--- config.mk ---
export PLATFORM = sky130hd
export DESIGN_NAME = draw_pair_reader
export DESIGN_NICKNAME = d
export VERILOG_FILES = /design/src/rtl/draw_pkg.sv /design/src/rtl/draw_pair_fifo.sv /design/src/rtl/draw_pair_reader.sv
export SDC_FILE = /design/constraint.sdc
export NUM_CORES = 1
export LEC_CHECK = 0
export BUFFER_PORTS_ARGS = -buffer_cell sky130_fd_sc_hd__buf_2
export CAP_MARGIN = 20
export CELL_PAD_IN_SITES_DETAIL_PLACEMENT = 0
export CELL_PAD_IN_SITES_GLOBAL_PLACEMENT = 2
export CORE_AREA = 2 2 93 184
export DETAILED_ROUTE_END_ITERATION = 6
export DIE_AREA = 0 0 95 186
export PLACE_DENSITY = 0.77
export SLEW_MARGIN = 20
export SYNTH_ARGS = -nofsm -noshare
export SYNTH_HDL_FRONTEND = slang
export SYNTH_SLANG_ARGS = --single-unit
--- constraint.sdc ---
create_clock -name clk -period 3.6 [get_ports clk]
set_input_delay 0.72 -clock clk [delete_from_list [all_inputs] [get_ports clk]]
set_output_delay 0.72 -clock clk [all_outputs]
set_load 0.01 [all_outputs]
--- src/rtl/draw_pkg.sv ---
// draw_pkg: shared types and defaults for the draw framebuffer writer/reader pair
// Contents: FSM state enum, default window BASE/COUNT, pair struct.
package draw_pkg;
    typedef enum logic [1:0] {IDLE, RUN, DRAIN} state_t;
    localparam int DRAW_BASE   = 3072;
    localparam int DRAW_COUNT  = 128;
    localparam int DRAW_DATA_W = 8;
    localparam int DRAW_IDX_W  = $clog2(DRAW_COUNT);
    typedef struct packed {
        logic [DRAW_DATA_W-1:0] q_b;
        logic [DRAW_DATA_W-1:0] q_a;
        logic [DRAW_IDX_W-1:0]  index;
    } pair_t;
endpackage

--- src/rtl/draw_pair_fifo.sv ---
// draw_pair_fifo: synchronous FIFO buffering returned read pairs
// Ports: clk, reset (async, active-low), push/din, pop/dout (head word), full, empty, count.
module draw_pair_fifo
    import draw_pkg::*;
#(
    parameter int DEPTH = 4,
    parameter int WIDTH = 8
) (
    input  logic                       clk,
    input  logic                       reset,
    input  logic                       push,
    input  logic                       pop,
    input  logic [WIDTH-1:0]           din,
    output logic [WIDTH-1:0]           dout,
    output logic                       full,
    output logic                       empty,
    output logic [$clog2(DEPTH):0]     count
);
    localparam int AW = $clog2(DEPTH);
    localparam int CW = AW + 1;
    logic [WIDTH-1:0] mem [DEPTH];
    logic [AW-1:0] rd_ptr, wr_ptr;
    logic do_pop;
    assign do_pop = pop && !empty;
    assign empty  = count == '0;
    assign full   = count == CW'(DEPTH);
    assign dout   = mem[rd_ptr];
    always_ff @(posedge clk or negedge reset) begin
        if (!reset) begin
            rd_ptr <= '0;
            wr_ptr <= '0;
            count  <= '0;
            for (int i = 0; i < DEPTH; i++) mem[i] <= '0;
        end else begin
            if (push) begin
                mem[wr_ptr] <= din;
                wr_ptr      <= wr_ptr + 1'b1;
            end
            if (do_pop) rd_ptr <= rd_ptr + 1'b1;
            count <= count + CW'(push) - CW'(do_pop);
        end
    end
endmodule

--- src/rtl/draw_pair_reader.sv ---
// draw_pair_reader: scans a window of even/odd RAM word pairs and streams them out
// Ports: clk, reset (async, active-low), start/busy/done control, mem_rd_en/mem_addr_a/
// mem_addr_b/mem_q_a/mem_q_b RAM read side, out_data/out_index/out_valid/out_ready stream,
// checksum (only when DRAW_READER_CHECKSUM_EN is defined).
module draw_pair_reader
    import draw_pkg::*;
#(
    parameter int ADDR_W     = 14,
    parameter int DATA_W     = DRAW_DATA_W,
    parameter int BASE       = DRAW_BASE,
    parameter int COUNT      = DRAW_COUNT,
    parameter int RD_LAT     = 1,
    parameter int FIFO_DEPTH = 4,
    localparam int IDX_W     = (COUNT > 1) ? $clog2(COUNT) : 1
) (
    input  logic                clk,
    input  logic                reset,
    input  logic                start,
    output logic                busy,
    output logic                done,
    output logic                mem_rd_en,
    output logic [ADDR_W-1:0]   mem_addr_a,
    output logic [ADDR_W-1:0]   mem_addr_b,
    input  logic [DATA_W-1:0]   mem_q_a,
    input  logic [DATA_W-1:0]   mem_q_b,
    output logic [2*DATA_W-1:0] out_data,
    output logic [IDX_W-1:0]    out_index,
    output logic                out_valid,
    input  logic                out_ready
`ifdef DRAW_READER_CHECKSUM_EN
    ,
    output logic [2*DATA_W-1:0] checksum
`endif
);
    localparam int CNT_W = $clog2(COUNT + 1);
    localparam int FC_W  = $clog2(FIFO_DEPTH) + 1;
    localparam int PW    = 2 * DATA_W + IDX_W;
    state_t state;
    logic [CNT_W-1:0] issued;
    logic [FC_W-1:0] inflight, fifo_count;
    logic [RD_LAT-1:0] tag;
    logic [IDX_W-1:0] tag_idx [RD_LAT];
    logic [PW-1:0] fifo_dout;
    logic accept, push, fifo_push, pop, empty, full;
    // a start coinciding with done is dropped so back-to-back scans need a fresh request
    assign accept     = state == IDLE && start && !done;
    // credit: reads in flight plus buffered pairs never exceed the buffer, so returns always fit
    assign mem_rd_en  = state == RUN && issued < CNT_W'(COUNT) && (inflight + fifo_count) < FC_W'(FIFO_DEPTH);
    assign mem_addr_b = mem_addr_a + ADDR_W'(1);
    assign busy       = state != IDLE;
    assign push       = tag[RD_LAT-1];
    assign fifo_push  = push && (!full || pop);
    assign out_valid  = !empty;
    assign pop        = out_valid && out_ready;
    assign {out_index, out_data} = fifo_dout;
    draw_pair_fifo #(.DEPTH(FIFO_DEPTH), .WIDTH(PW)) u_fifo (
        .clk   (clk),
        .reset (reset),
        .push  (fifo_push),
        .pop   (pop),
        .din   ({tag_idx[RD_LAT-1], mem_q_b, mem_q_a}),
        .dout  (fifo_dout),
        .full  (full),
        .empty (empty),
        .count (fifo_count)
    );
    // each issued read carries its pair index down a pipe matching the RAM latency
    always_ff @(posedge clk or negedge reset) begin
        if (!reset) begin
            tag <= '0;
            for (int i = 0; i < RD_LAT; i++) tag_idx[i] <= '0;
        end else begin
            for (int i = RD_LAT - 1; i > 0; i--) begin
                tag[i]     <= tag[i-1];
                tag_idx[i] <= tag_idx[i-1];
            end
            tag[0]     <= mem_rd_en;
            tag_idx[0] <= IDX_W'(issued);
        end
    end
    always_ff @(posedge clk or negedge reset) begin
        if (!reset) begin
            state      <= IDLE;
            issued     <= '0;
            inflight   <= '0;
            mem_addr_a <= ADDR_W'(BASE);
            done       <= 1'b0;
        end else begin
            done     <= 1'b0;
            inflight <= inflight + FC_W'(mem_rd_en) - FC_W'(push);
            if (mem_rd_en) begin
                issued     <= issued + 1'b1;
                mem_addr_a <= mem_addr_a + ADDR_W'(2);
            end
            case (state)
                IDLE: if (accept) begin
                    state      <= RUN;
                    issued     <= '0;
                    inflight   <= '0;
                    mem_addr_a <= ADDR_W'(BASE);
                end
                RUN: if (issued == CNT_W'(COUNT)) state <= DRAIN;
                // finish on the edge that pops the last pair so done lands right after it
                DRAIN: if (inflight == '0 && (empty || (pop && fifo_count == FC_W'(1)))) begin
                    state <= IDLE;
                    done  <= 1'b1;
                end
                default: state <= IDLE;
            endcase
        end
    end
`ifdef DRAW_READER_CHECKSUM_EN
    always_ff @(posedge clk or negedge reset) begin
        if (!reset) checksum <= '0;
        else if (accept) checksum <= '0;
        else if (pop) checksum <= checksum + out_data;
    end
`endif
endmodule

### Word level (Yosys, flattened, before mapping)

Cells that the tools add are included.

| cells by class | value |
|---|---|
| $add $sub $neg | 10 |
| $lt $le $gt $ge | 5 |
| equality and inequality tests | 8 |
| muxes and demuxes | 20 |
| bitwise logic cells | 2 |
| reduce and logical (&&, ||, !) cells | 20 |

Operators by type and width:

| operator | number |
|---|---|
| $bwmux W92 | 1 |
| $mux W23 | 3 |
| $bmux W23 S2 | 1 |
| $demux W23 S2 | 1 |
| $mux W14 | 3 |
| $mux W8 | 3 |
| $add A14 B1 Y14 const B | 1 |
| $add A14 B2 Y14 const B | 1 |
| $logic_and A1 B1 Y1 | 10 |
| $add A8 B1 Y8 const B | 1 |
| $eq A8 B8 Y1 const B | 1 |
| $lt A8 B8 Y1 const B | 1 |
| $add A3 B1 Y3 | 2 |
| $ge A3 B3 Y1 const B | 2 |
| $logic_not A3 Y1 | 2 |
| $mux W2 | 3 |
| $mux W3 | 2 |
| $not A2 Y3 | 2 |
| $pmux W2 S3 | 1 |
| $sub A3 B1 Y3 | 2 |
| $add A2 B1 Y2 const B | 2 |
| $ne A2 B2 Y1 const B | 2 |
| $add A3 B3 Y3 | 1 |
| $eq A3 B1 Y1 const B | 1 |
| other kinds (12) | 16 |

| storage, ports and cells | value |
|---|---|
| flip-flop bits (word level) | 135 |
| input port bits | 20 |
| word-level logic and storage cells | 79 |

### Longest topological paths before layout

| logic depth | value |
|---|---|
| word-level depth | 8 |
| depth in mapped cells | 11 |
| depth with buffers taken out | 10 |

### By module

A second synthesis with hierarchy kept.

| second synthesis, totals | value |
|---|---|
| cells, all modules | 446 |
| area total of the unflattened synthesis | 6308.6 um^2 |

Modules (own cells, without submodules):

| module | instances | cells an instance | area each (um^2) |
|---|---|---|---|
| draw_pair_fifo | 1 | 258 | 4460.5 |
| draw_pair_reader | 1 | 188 | 1848.0 |

### Least setup slack after synthesis

No wires, ideal clock.

| timing path | value |
|---|---|
| path kind | reg-to-reg |
| start | register inflight[1] |
| end | register inflight[2] |
| data arrival time | 2.579 ns |
| path slack | 0.889 ns |
| cell stages (with the launch flop) | 12 |
| cells stage by stage | dfrtp_1 > ha_1 > a31oi_1 > xor2_1 > buf_4 > nor2_1 > ha_1 > inv_1 > fa_1 > xor2_1 > xnor2_1 > nor2_1 |

| on the way | value |
|---|---|
| longest elaborated chain between the ends | 7 |

Ends and longest elaborated chain:

| item | RTL line | RTL |
|---|---|---|
| start, declared | draw_pair_reader.sv:40 | `logic [FC_W-1:0] inflight, fifo_count;` |
| start signal, assigned | draw_pair_reader.sv:90 | `inflight <= inflight + FC_W'(mem_rd_en) - FC_W'(push);` |
| $add A3 B3 Y3 (*) | draw_pair_reader.sv:48 | `assign mem_rd_en = state == RUN && issued < CNT_W'(COUNT) && (inflight + fifo_count) < FC_W'(FIFO_DEPTH);` |
| $lt A3 B3 Y1 (*) | draw_pair_reader.sv:48 |  |
| $logic_and A1 B1 Y1 (*) | draw_pair_reader.sv:48 |  |
| via mem_rd_en | draw_pair_reader.sv:21 | `output logic mem_rd_en,` |
| $add A3 B1 Y3 (*) | draw_pair_reader.sv:90 |  |
| $sub A3 B1 Y3 (*) | draw_pair_reader.sv:90 |  |
| $mux W3 | draw_pair_reader.sv:96 | `IDLE: if (accept) begin` |
| $mux W3 (*) | draw_pair_reader.sv:95 | `case (state)` |

The timed path passes the listed nets; every way through them passes the cells marked *.
A chain may end at the register's enable or synchronous reset.

### Final worst setup path

| timing path | value |
|---|---|
| start | register inflight[1] |
| end | output mem_rd_en |

| on the way | value |
|---|---|
| longest elaborated chain between the ends | 3 |

Ends and longest elaborated chain:

| item | RTL line |
|---|---|
| $add A3 B3 Y3 | draw_pair_reader.sv:48 |
| $lt A3 B3 Y1 | draw_pair_reader.sv:48 |
| $logic_and A1 B1 Y1 | draw_pair_reader.sv:48 |
| end, declared | draw_pair_reader.sv:21 |

No other way between the ends.

==> run_results.csv <==
group,metric,value,unit
worst_hold_path,hold_class,"input pin to async pin",
route,drtPass1Iterations,4,
cts,clk_pin_slew,0.05,ns
route,drtIter0Drc,163,
power_and_ir_drop,p_total,6.99,mW
route,postRouteAntennaNets,0,
sta,grt_setup_unrepaired,"false",
sta,final_max_slew_viol_count,0,
floorplanning,core,16300,µm²
setup_path,timing.rr.start,"inflight[1]",
yosys,netlist_area,6200,µm²
floorplanning,num_rows,66,
global_routing,grt.total_usage,16.1,%
cells_and_area,final_nets,539,
yosys,yosysSeqAreaShare,54.2,%
floorplanning,io_pins,75,
sta,fin_crit,2.91,ns
global_routing,grt.overflow.total,0,
global_routing,grt_pass1_wl,21700,µm
setup_path,start_kind,"register",
sta,worstMarginPinSlew,0.878,ns
yosys,synth_cell_types,47,
yosys,synth_top_cells_by_count,"dfrtp_1, mux2_2, mux4_2",
yosys,syn_nets,478,
global_routing,grt-busiest-layer,"met2",
sta,setup_viol,0,
power_and_ir_drop,ir_worst_vdd,378,µV
cts,tritoncts,"built",
global_routing,grt_max_degree,72,
setup_path,critPathCaptureType,"output pin",
setup_path,max_stage_delay,0.43,ns
cts,cts_buffers,17,
cells_and_area,drive_above_1_share,44.3,%
sta,fmax,343,MHz
setup_path,r2r_end,"inflight[2]",
setup_path,crit_chain,"ha_1, a31oi_1, xor2_1, nor2_1, buf_2",
floorplanning,die_w,95,µm
place,hpwl,8570,µm
sta,slew_headroom,41.5,%
yosys,syn_inst,444,
yosys,syn_area_per_cell,14.0,µm²
global_routing,antenna_found_initial,0,
power_and_ir_drop,power.leakage,3.29,nW
cts,holdBufCountCts,0,
route,via_per_inst,5.29,
floorplanning,start_util,38.1,%
route,wl_per_cell,18.0,µm
yosys,ys_warn_count,0,
global_routing,grt_use_met1,17.7,%
setup_path,cp_slowest_cell,"dfrtp_1",
sta,finClkSkew,0.00999,ns
place,gp_congestion,0.755,
floorplanning,die_h,186,µm
sta,hold_viol,0,
cts,cts.repair.resized,0,
yosys,ys_ff_latch,134,
cts,cts-root-buf,"clkbuf_16",
cts,postCtsSetupBuffers,0,
route,vias,3804,
setup_path,r2r_slack,0.91,ns
cts,insertion_delay,0.41,ns
cts,htreeDepth,4,
yosys,synth_area_leaders,"dfrtp_1, mux2_2, mux4_2",
sta,setup_tns,0,ns
setup_path,path_class,"register to output pin",
yosys,synth_flop_cell,"dfrtp_1",
setup_path,critical_path_peak_fanout,5,
yosys,yosysMostFrequentCell,"dfrtp_1",
cts,cts_sinks,134,
outcome,status,"complete, no violations",
setup_path,arrival,2.19,ns
global_routing,grt_pass1_vias,4232,
power_and_ir_drop,powerDensity,969,nW/µm²
yosys,synth-edff-count,0,
route,wirelength,12900,µm
cts,cts_buffer_depth,2,
sta,period_share,80.9,%
setup_path,critPathRequiredTime,2.88,ns
setup_path,reg2reg_depth,10,
cells_and_area,syn2layout_area_growth,16.4,%
yosys,yosysTopAreaCellShare,53.3,%
global_routing,use_met3,3.48,%
global_routing,gr-usage-met2,29.9,%
job,drv_cap,0,
yosys,async_flop_share,100,%
floorplanning,die-area,17700,µm²
yosys,synth_area_leader_cell,"dfrtp_1",
route,drc,0,
cells_and_area,n_antenna_cell,0,
place,port_buffers,72,
==> critical path: cells and delay by family (launching register included) <==
family / cells / cell delay (ns)
flops: 1 / 0.43
compound gates: 1 / 0.38
simple gates: 1 / 0.32
fa+ha+maj: 1 / 0.31
buf+inv: 1 / 0.22
xor+xnor: 1 / 0.14
==> layout by cell type, fill, tap and decap left out, types with 9 or more instances in the layout <==
| master | instances |
|---|---|
| dfrtp_1 | 131 |
| nand2_1 | 11 |
| buf_2 | 71 |
| buf_4 | 9 |
| inv_1 | 14 |
| clkbuf_16 | 17 |
| mux4_2 | 23 |
| nor2_1 | 9 |
| a21oi_1 | 12 |
| nand3_1 | 10 |
| ha_1 | 12 |
| mux2_2 | 88 |
==> cells by family (layout without fill, tap and decap cells) <==
family / Yosys count / after routing / share of synthesized area (%)
other cells: 2 / 2 / 0.121
simple gates: 75 / 75 / 7.15
fa+ha+maj: 14 / 14 / 3.07
mux: 122 / 122 / 26.2
buf+inv: 52 / 123 / 4.20
flops: 134 / 134 / 54.2
xor+xnor: 10 / 10 / 1.41
compound gates: 35 / 35 / 3.68
==> cell type report <==
cell class / count / area, µm²
inverters: 14 / 52.6
clock inverters: 5 / 75.1
well taps: 204 / 255
flip-flops and latches: 134 / 3360
clock buffers: 24 / 472
repair buffers: 80 / 423
multi-input cells: 258 / 2580
fillers: 1496 / 9050
==> worst max path at each step <==
stage	from	endpoint	slack, ns	cells past startpoint
floorplan	inflight[1]	inflight[2]	0.89	11
global placement	inflight[1]	inflight[2]	0.99	10
detailed placement	inflight[1]	inflight[2]	0.89	10
CTS	inflight[1]	mem_rd_en	0.66	5
global route	inflight[1]	mem_rd_en	0.46	5
finish	inflight[1]	mem_rd_en	0.69	5
==> flip-flops by register name (all words and copies together), names as in the netlist, 2 cells and up <==
name	count
u_fifo.rd_ptr	2
state	2
issued	8
inflight	3
mem_addr_a	13
u_fifo.mem	92
tag_idx	7
u_fifo.wr_ptr	2
u_fifo.count	3
==> routing by layer <==
metal  share of wire, %  vias to the layer above
li1                   -                     1718
met1                 39                     1994
met2                 56                       80
met3                3.3                       12
met4                1.4                        0
met5                  0                        -
==> per-stage QoR <==
stage | setup WS [ns] | cell area, µm² | utilization [%] | std cells | hold slack [ns]
after CTS | 0.661 | 7210 | 44.3 | 719 | 0.461
final | 0.687 | 7210 | 44.3 | 719 | 0.437
after detailed placement | 0.892 | 6670 | 41.0 | 690 | 0.457
after global placement | 0.987 | 6670 | 41.0 | 690 | 0.440
after global routing | 0.461 | 7210 | 44.3 | 719 | 0.493
after floorplan | 0.889 | 6200 | - | 444 | 0.400
==> power by group <==
part           switching (mW)  total [mW]  leakage, nW  internal (mW)
sequential              0.448        2.59         1.67           2.14
combinational            1.32        2.76         1.36           1.44
clock                   0.593        1.63        0.270           1.04
No activity file was read; power rests on OpenSTA's default activity.
